`config.mk`:
```
export PLATFORM = sky130hd
export DESIGN_NAME = save_mode_sel_flat
export DESIGN_NICKNAME = d
export VERILOG_FILES = /design/src/rtl/save_mode_sel_if.sv /design/src/rtl/save_mode_sel.sv /design/src/flat_wrapper.sv
export SDC_FILE = /design/constraint.sdc
export NUM_CORES = 1
export LEC_CHECK = 0
export CAP_MARGIN = 20
export CORE_AREA = 2 2 51 53
export DETAILED_ROUTE_END_ITERATION = 12
export DIE_AREA = 0 0 53 55
export DONT_BUFFER_PORTS = 1
export SLEW_MARGIN = 20
export SYNTH_ARGS = -nofsm -noshare
export SYNTH_HDL_FRONTEND = slang
export SYNTH_SLANG_ARGS = --single-unit
```
`constraint.sdc`:
```
create_clock -name i_clock -period 1.5 [get_ports i_clock]
set_input_delay 0.075 -clock i_clock [delete_from_list [all_inputs] [get_ports i_clock]]
set_output_delay 0.075 -clock i_clock [all_outputs]
set_load 0.01 [all_outputs]
```
`src/rtl/save_mode_sel_if.sv`:
```
// Key/busy inputs and mode outputs of the tape-save mode selector, bundled for port connection.
interface save_mode_sel_if #(
    parameter int NUM_MODES = 3,
    parameter int ID_W      = 2
);
    logic                 i_next_tgl;
    logic                 i_prev_tgl;
    logic                 i_busy;
    logic [ID_W-1:0]      o_mode_id;
    logic [NUM_MODES-1:0] o_mode_onehot;
    logic                 o_save_turbo;
    logic                 o_mode_changed;
    logic                 o_pending;

    modport master (
        output i_next_tgl, i_prev_tgl, i_busy,
        input  o_mode_id, o_mode_onehot, o_save_turbo, o_mode_changed, o_pending
    );

    modport slave (
        input  i_next_tgl, i_prev_tgl, i_busy,
        output o_mode_id, o_mode_onehot, o_save_turbo, o_mode_changed, o_pending
    );
endinterface

```
`src/rtl/save_mode_sel.sv`:
```
// Tape-save mode selector: synchronises and debounces next/prev keys, cycles a wrapping mode
// index, and defers changes requested during a save until the save completes.
module save_mode_sel #(
    parameter int                   NUM_MODES       = 3,
    parameter int                   ID_W            = 2,
    parameter int                   DEBOUNCE_CYCLES = 16,
    parameter int                   RESET_MODE      = 0,
    parameter logic [NUM_MODES-1:0] TURBO_MASK      = 3'b010
) (
    input  logic            i_clock,
    input  logic            i_reset,
    save_mode_sel_if.slave  bus
);
    localparam int                   CNT_W        = (DEBOUNCE_CYCLES > 1) ? $clog2(DEBOUNCE_CYCLES) : 1;
    localparam logic [CNT_W-1:0]     CNT_MAX      = CNT_W'(DEBOUNCE_CYCLES - 1);
    localparam logic [ID_W-1:0]      LAST_ID      = ID_W'(NUM_MODES - 1);
    localparam logic [ID_W-1:0]      RESET_ID     = ID_W'(RESET_MODE);
    localparam logic [NUM_MODES-1:0] RESET_ONEHOT = NUM_MODES'(1) << RESET_MODE;
    localparam logic                 RESET_TURBO  = TURBO_MASK[RESET_MODE];

    // Bit 0 is the next key, bit 1 the prev key throughout.
    logic [1:0]            sync1_q, sync1_d, sync2_q, sync2_d;
    logic [1:0]            stable_q, stable_d, stable_dly_q, stable_dly_d;
    logic [CNT_W-1:0]      cnt_q [2];
    logic [CNT_W-1:0]      cnt_d [2];
    logic [1:0]            req;
    logic                  step, step_up;
    logic                  pending_q, pending_d, pend_up_q, pend_up_d;
    logic [ID_W-1:0]       mode_id_q, mode_id_d;
    logic [NUM_MODES-1:0]  onehot_q, onehot_d;
    logic                  turbo_q, turbo_d, changed_q, changed_d;

    always_comb begin
        sync1_d      = {bus.i_prev_tgl, bus.i_next_tgl};
        sync2_d      = sync1_q;
        stable_dly_d = stable_q;
        stable_d     = stable_q;
        cnt_d        = cnt_q;
        for (int k = 0; k < 2; k++) begin
            if (sync2_q[k] == stable_q[k]) begin
                cnt_d[k] = '0;
            end else if (cnt_q[k] == CNT_MAX) begin
                stable_d[k] = sync2_q[k];
                cnt_d[k]    = '0;
            end else begin
                cnt_d[k] = cnt_q[k] + CNT_W'(1);
            end
        end
    end

    // A lone request either steps now or, during a save, replaces the held one;
    // simultaneous next+prev requests cancel and leave the held request alone.
    always_comb begin
        req       = stable_q & ~stable_dly_q;
        step      = 1'b0;
        step_up   = 1'b0;
        pending_d = pending_q;
        pend_up_d = pend_up_q;
        if (req == 2'b01 || req == 2'b10) begin
            if (bus.i_busy) begin
                pending_d = 1'b1;
                pend_up_d = req[0];
            end else begin
                step      = 1'b1;
                step_up   = req[0];
                pending_d = 1'b0;
            end
        end else if (req == 2'b00 && pending_q && !bus.i_busy) begin
            step      = 1'b1;
            step_up   = pend_up_q;
            pending_d = 1'b0;
        end

        mode_id_d = mode_id_q;
        if (step) begin
            if (step_up) begin
                mode_id_d = (mode_id_q == LAST_ID) ? '0 : mode_id_q + ID_W'(1);
            end else begin
                mode_id_d = (mode_id_q == '0) ? LAST_ID : mode_id_q - ID_W'(1);
            end
        end
        onehot_d  = NUM_MODES'(1) << mode_id_d;
        turbo_d   = TURBO_MASK[mode_id_d];
        changed_d = step;
    end

    always_ff @(posedge i_clock or posedge i_reset) begin
        if (i_reset) begin
            sync1_q      <= '0;
            sync2_q      <= '0;
            stable_q     <= '0;
            stable_dly_q <= '0;
            cnt_q        <= '{default: '0};
            pending_q    <= 1'b0;
            pend_up_q    <= 1'b0;
            mode_id_q    <= RESET_ID;
            onehot_q     <= RESET_ONEHOT;
            turbo_q      <= RESET_TURBO;
            changed_q    <= 1'b0;
        end else begin
            sync1_q      <= sync1_d;
            sync2_q      <= sync2_d;
            stable_q     <= stable_d;
            stable_dly_q <= stable_dly_d;
            cnt_q        <= cnt_d;
            pending_q    <= pending_d;
            pend_up_q    <= pend_up_d;
            mode_id_q    <= mode_id_d;
            onehot_q     <= onehot_d;
            turbo_q      <= turbo_d;
            changed_q    <= changed_d;
        end
    end

    assign bus.o_mode_id      = mode_id_q;
    assign bus.o_mode_onehot  = onehot_q;
    assign bus.o_save_turbo   = turbo_q;
    assign bus.o_mode_changed = changed_q;
    assign bus.o_pending      = pending_q;
endmodule

```
`src/flat_wrapper.sv`:
```
// flat-port wrapper written by rule: the top's interface ports become plain ports
module save_mode_sel_flat 
#(
    parameter int                   NUM_MODES       = 3,
    parameter int                   ID_W            = 2,
    parameter int                   DEBOUNCE_CYCLES = 16,
    parameter int                   RESET_MODE      = 0,
    parameter logic [NUM_MODES-1:0] TURBO_MASK      = 3'b010
)
  (i_clock, i_reset, bus_i_next_tgl, bus_i_prev_tgl, bus_i_busy, bus_o_mode_id, bus_o_mode_onehot, bus_o_save_turbo, bus_o_mode_changed, bus_o_pending);
  save_mode_sel_if #(.NUM_MODES(NUM_MODES), .ID_W(ID_W)) bus_i ();
  input  logic i_clock;
  input  logic i_reset;
  input wire logic [$bits(bus_i.i_next_tgl)-1:0] bus_i_next_tgl;
  input wire logic [$bits(bus_i.i_prev_tgl)-1:0] bus_i_prev_tgl;
  input wire logic [$bits(bus_i.i_busy)-1:0] bus_i_busy;
  output wire logic [$bits(bus_i.o_mode_id)-1:0] bus_o_mode_id;
  output wire logic [$bits(bus_i.o_mode_onehot)-1:0] bus_o_mode_onehot;
  output wire logic [$bits(bus_i.o_save_turbo)-1:0] bus_o_save_turbo;
  output wire logic [$bits(bus_i.o_mode_changed)-1:0] bus_o_mode_changed;
  output wire logic [$bits(bus_i.o_pending)-1:0] bus_o_pending;
  assign bus_i.i_next_tgl = bus_i_next_tgl;
  assign bus_i.i_prev_tgl = bus_i_prev_tgl;
  assign bus_i.i_busy = bus_i_busy;
  assign bus_o_mode_id = bus_i.o_mode_id;
  assign bus_o_mode_onehot = bus_i.o_mode_onehot;
  assign bus_o_save_turbo = bus_i.o_save_turbo;
  assign bus_o_mode_changed = bus_i.o_mode_changed;
  assign bus_o_pending = bus_i.o_pending;
  save_mode_sel #(.NUM_MODES(NUM_MODES), .ID_W(ID_W), .DEBOUNCE_CYCLES(DEBOUNCE_CYCLES), .RESET_MODE(RESET_MODE), .TURBO_MASK(TURBO_MASK)) u_core (.i_clock(i_clock), .i_reset(i_reset), .bus(bus_i));
endmodule
```
-- Word-level counts from Yosys, hierarchy flattened
Index checks and enable logic that the tools add are counted.
- input bits: 5
- output and inout bits: 8
- register bits after elaboration: 25
- equal/unequal tests: 7
- mux-type cells: 19
- add/subtract/negate cells: 4
- $lt $le $gt $ge: 1
- reduce and logical (&&, ||, !) cells: 10
- bitwise logic cells: 4
- shift-type cells: 1
- operator list (kind ; number):
    4-bit two-way mux ; 4
    1-bit two-way mux ; 10
    4-bit by 1-bit adder with 4-bit output (second input constant) ; 2
    4-bit equality test (second input constant) ; 2
    2-bit two-way mux ; 4
    2-bit AND reduction ; 3
    2-bit equality test (second input constant) ; 2
    2-bit zero test ; 2
    2-bit by 3-bit < comparator with 1-bit output (second input constant) ; 1
    1-bit by 2-bit << shifter with 3-bit output (first input constant) ; 1
    2-bit by 1-bit adder with 2-bit output (second input constant) ; 1
    2-bit bitwise AND ; 1
    1-bit binary-select mux with 2-bit select ; 1
    1-bit equality test ; 2
    2-bit by 1-bit equality test with 1-bit output (second input constant) ; 1
    1-bit logical AND ; 2
    1-bit inverter ; 2
    2-bit inverter ; 1
    2-bit nonzero test ; 1
    2-bit by 1-bit subtractor with 2-bit output (second input constant) ; 1
    1-bit zero test ; 1
    1-bit logical OR ; 1

-- Longest topological paths before layout
- depth after elaboration: 11
- gate-level depth with buffers: 6
- depth with buffers taken out: 5

-- Worst setup path before layout
Ideal clock, no wire load.
- path type: register to register
- start point: register u_core.stable_dly_q[0]
- end point: register u_core.onehot_q[2], in the netlist u_core.bus.o_mode_onehot[2]
- data arrival time: 1570 ps
- clock period less this slack: 1670 ps
- path slack: -170 ps
- path buffers: 1
- stages on the path, launching flop included: 7
- path through: dfrtp_1 > nand2b_1 > ha_1 > a21o_1 > and2_1 > buf_6 > o311ai_2
- elaborated cells on any way between the ends: 16
- RTL lines (item ; line ; source):
    start, declared ; save_mode_sel.sv:23 ; logic [1:0] stable_q, stable_d, stable_dly_q, stable_dly_d;
    start signal, assigned ; save_mode_sel.sv:104 ; stable_dly_q <= stable_dly_d;
    2-bit inverter * ; save_mode_sel.sv:54 ; req = stable_q & ~stable_dly_q;
    2-bit bitwise AND * ; save_mode_sel.sv:54 ;
    2-bit zero test ; save_mode_sel.sv:68 ; end else if (req == 2'b00 && pending_q && !bus.i_busy) begin
    1-bit logical AND (2 in series) ; save_mode_sel.sv:68 ;
    1-bit two-way mux ; save_mode_sel.sv:68 ;
    1-bit two-way mux * ; save_mode_sel.sv:59 ; if (req == 2'b01 || req == 2'b10) begin
    named net u_core.changed_d ; save_mode_sel.sv:31 ; logic turbo_q, turbo_d, changed_q, changed_d;
    2-bit two-way mux * ; save_mode_sel.sv:75 ; if (step) begin
    1-bit by 2-bit << shifter with 3-bit output * ; save_mode_sel.sv:82 ; onehot_d = NUM_MODES'(1) << mode_id_d;
    named net u_core.onehot_d[2] ; save_mode_sel.sv:30 ; logic [NUM_MODES-1:0] onehot_q, onehot_d;
    end signal, assigned ; save_mode_sel.sv:109 ; onehot_q <= onehot_d;
    end, declared ; save_mode_sel.sv:30 ;
Mark *: on every way through the listed nets, which the timed path passes. The rest lies on a longest branch.
A chain may end at the register's enable or synchronous reset.

-- Worst setup path in the final report
- start point: register u_core.stable_dly_q[1]
- end point: register u_core.mode_id_q[1], in the netlist u_core.bus.o_mode_id[1]
- word-level cells in the longest chain between the ends: 9
- elaborated cells on any way between the ends: 14
- RTL lines (item ; line ; source):
    2-bit inverter * ; save_mode_sel.sv:54 ;
    2-bit bitwise AND * ; save_mode_sel.sv:54 ;
    2-bit zero test ; save_mode_sel.sv:68 ;
    1-bit logical AND (2 in series) ; save_mode_sel.sv:68 ;
    1-bit two-way mux ; save_mode_sel.sv:68 ;
    1-bit two-way mux ; save_mode_sel.sv:59 ;
    2-bit two-way mux ; save_mode_sel.sv:76 ; if (step_up) begin
    2-bit two-way mux * ; save_mode_sel.sv:75 ;
    named net u_core.mode_id_d[1] ; save_mode_sel.sv:29 ; logic [ID_W-1:0] mode_id_q, mode_id_d;
    end signal, assigned ; save_mode_sel.sv:108 ; mode_id_q <= mode_id_d;
    end, declared ; save_mode_sel.sv:29 ;
Marked as above.

==> qor.csv <==
stage,metric,value,unit
setup_path,cpPeakStageDelay,0.39,ns
routing,drc_errors,0,
setup_path,required,1.75,ns
cts,cts_max_level,1,
global_routing,overflow,0,
setup_path,worstSetupPathDepth,5,
setup_path,r2r_end,u_core.bus.o_mode_id[1],
cts,root_buffer,clkbuf_4,
cells_and_area,multi_input_area,500,µm²
routing,via_per_inst,5.30,
cts,clk_latency,0.31,ns
sta,slew_headroom,77.8,%
cells_and_area,nets,125,
global_routing,grt_max_degree,25,
power_and_ir_drop,total_power,1.28,mW
sta,setup_viol,1,
die,die_x,53,µm
sta,fmax,0.656,GHz
cells_and_area,final_cell_mix,"22 x dfrtp_1, 9 x buf_4, 7 x inv_1",
setup_path,cp_slowest_cell,dfrtp_1,
die,initial_utilization,46.8,%
setup_path,r2r_start,u_core.stable_dly_q[1],
setup_path,crit_chain,"nand2b_4, ha_4, and3b_4, or3_1, a31oi_1",
yosys,ys_ff_latch,24,
cts,clkSlewWorstSetupHoldPaths,0.14,ns
power_and_ir_drop,ir_worst_vdd,0.618,mV
die,num_io_pins,13,
sta,drv_slew,0,
sta,worst_slack,-0.0234,ns
setup_path,critPathBufInv,0,
setup_path,critPathKind,reg2reg,
routing,first_pass_iters,4,
setup_path,endpoint,u_core.bus.o_mode_id[1],
die,fp-row-count,18,
yosys,synth.avg_cell_area,11.5,µm²
die,coreArea,2360,µm²
die,dieArea,2920,µm²
sta,period_minus_slack,1.52,ns
sta,period_share,102,%
sta,final_hold_viol_count,0,
setup_path,crit_arrival,1.77,ns
global_routing,grt_pass1_wl,3150,µm
hold_path,hold_depth,3,
routing,drtIter0Drc,15,
cts,clock_sinks,24,
setup_path,cp-startpoint,u_core.stable_dly_q[1],
routing,wl_per_cell,13.7,µm
cells_and_area,register_area,603,µm²
setup_path,worst-path-max-fanout,6,
setup_path,r2r_slack,-0.02,ns
die,die_h,55,µm
cells_and_area,diodes,0,
yosys,yosysSeqAreaShare,54.4,%
cts,cts_made_buffers,3,
power_and_ir_drop,power.density,946,nW/µm²
routing,num_vias,758,
routing,wl,1960,µm
outcome,status,"complete, but fails checks",
run,drv_cap,0,
outcome,violations,negative setup slack,
place,port-buffer-count,0,
cells_and_area,drive_gt1_share,23.9,%
setup_path,start_kind,flop,
routing,antenna_left,0,
cells_and_area,final_common_cell,dfrtp_1,
global_routing,antenna_found_initial,0,
cts,clock_path_buffers,2,
sta,skew,0.0144,ns
place,placed_cells,132,
global_routing,grt_pass1_vias,742,
yosys,yosysWarningCount,0,
sta,tightest_slew,0.330,ns
cells_and_area,fin_cells,143,
yosys,synth_fp_nets,107,
yosys,synth_cells,96,
setup_path,crit_family,simple AND/OR/NAND/NOR gates,
sta,holdWs,0.0301,ns
sta,rsz0062_at_grt,yes,
hold_path,min_path_type,in2reg,
cts,cts_tree,yes,
setup_path,end_kind,flop,
global_routing,gr-usage-all-layers,15.3,%
cells_and_area,fillers,206,
setup_path,rr_worst_depth,5,
yosys,synth.distinct_cells,30,
place,gp_congestion,0.726,
yosys,synth.cell_area,1110,µm²
place,hpwl,1390,µm
place,pre_cts_slack,-0.0541,ns
power_and_ir_drop,p_leak,0.609,nW
cells_and_area,area_delta_synth_final,21.9,%
final cells by class:
type | instances | area share, %
sequential | 24 | 44.7
multi-input combinational | 63 | 37.1
timing repair buffer | 15 | 9.55
tap | 30 | 2.78
clock inverter | 1 | 2.23
inverter | 7 | 1.95
clock buffer | 3 | 1.67
synth_stat cells:
library cell	instances	area share, %
buf_6	1	1.0
or3_1	1	0.57
nand3b_1	1	0.68
dfstp_2	1	2.4
mux2i_1	1	0.91
dfrtp_1	23	52
nand3_1	3	1.4
nand2b_1	3	1.7
nand2_1	1	0.34
ha_1	6	6.8
and2_1	1	0.57
buf_4	1	0.68
xnor2_1	4	3.2
o22a_1	1	0.79
o311ai_2	1	1.5
nor3_1	1	0.45
nor2_1	4	1.4
a21oi_1	6	2.7
nor3b_1	3	2.0
nor2b_1	4	2.3
o211ai_1	1	0.68
and3b_4	1	1.1
a22oi_1	2	1.4
inv_1	7	2.4
mux2_2	2	2.0
nand4b_1	3	2.4
a21o_1	1	0.68
nand4_1	2	1.1
a31oi_1	4	2.3
o21ai_0	6	2.7
logic make-up after synthesis:
logic type | share of synthesized area, %
compound gates | 12.7
xor+xnor | 3.17
fa+ha+maj | 6.79
buf+inv | 4.07
flops | 54.4
mux | 2.94
simple gates | 15.9
worst min-delay path, cell delays in order:
cell and delay, ns:
inv_1 0.08, a21oi_2 0.12, a31oi_1 0.05
per-layer routing:
layer  routed length [µm]  track usage (%)  vias to the layer above
met5                    0                0                        -
met4                   19             6.41                        0
met3                   54             3.23                        2
met2                 1010             27.7                       13
met1                  879             17.6                      370
li1                     -                -                      373
report_power, final:
part           switching [mW]  internal, mW  leakage [nW]
combinational          0.0601        0.0535         0.270
sequential             0.0235         0.676         0.310
clock                   0.192         0.270        0.0279
state kept, by name, summed over array words and instances, names as in the netlist:
register                   flops
u_core.sync2_q                 2
u_core.sync1_q                 2
u_core.bus.o_mode_id           2
u_core.stable_dly_d            2
u_core.cnt_q                   8
u_core.bus.o_save_turbo        1
u_core.bus.o_mode_changed      1
u_core.bus.o_mode_onehot       2
u_core.stable_dly_q            2
u_core.bus.o_pending           1
u_core.pend_up_q               1
worst min path at each step:
stage,to,slack [ns],start
6_report,u_core.bus.o_mode_id[0],0.03,bus_i_busy
5_1_grt,u_core.bus.o_mode_onehot[2],0.04,bus_i_busy
4_1_cts,u_core.bus.o_mode_onehot[0],0.01,bus_i_busy
3_5_place_dp,u_core.sync1_q[0],0.03,i_reset
3_3_place_gp,u_core.sync1_q[0],0.03,i_reset
2_1_floorplan,u_core.bus.o_mode_changed,0.09,i_reset
stage by stage:
stage | setup TNS [ns] | cell area (µm²) | utilization (%)
3_3_place_gp | -0.0265 | 1210 | 51.3
6_report | -0.0234 | 1350 | 57.0
3_5_place_dp | -0.0619 | 1210 | 51.3
2_1_floorplan | 0 | 1130 | -
5_1_grt | -0.151 | 1350 | 57.0
4_1_cts | -0.0609 | 1320 | 55.7
what timing repair did:
action,in CTS,in global routing
hold buffers,4,1
cloned,0,0
gates resized for setup,2,4
setup buffers,1,1
endpoints found under the setup margin,3,5
endpoints found under the hold margin,28,1
pin swaps,0,3
No activity file was read; power rests on OpenSTA's default activity.
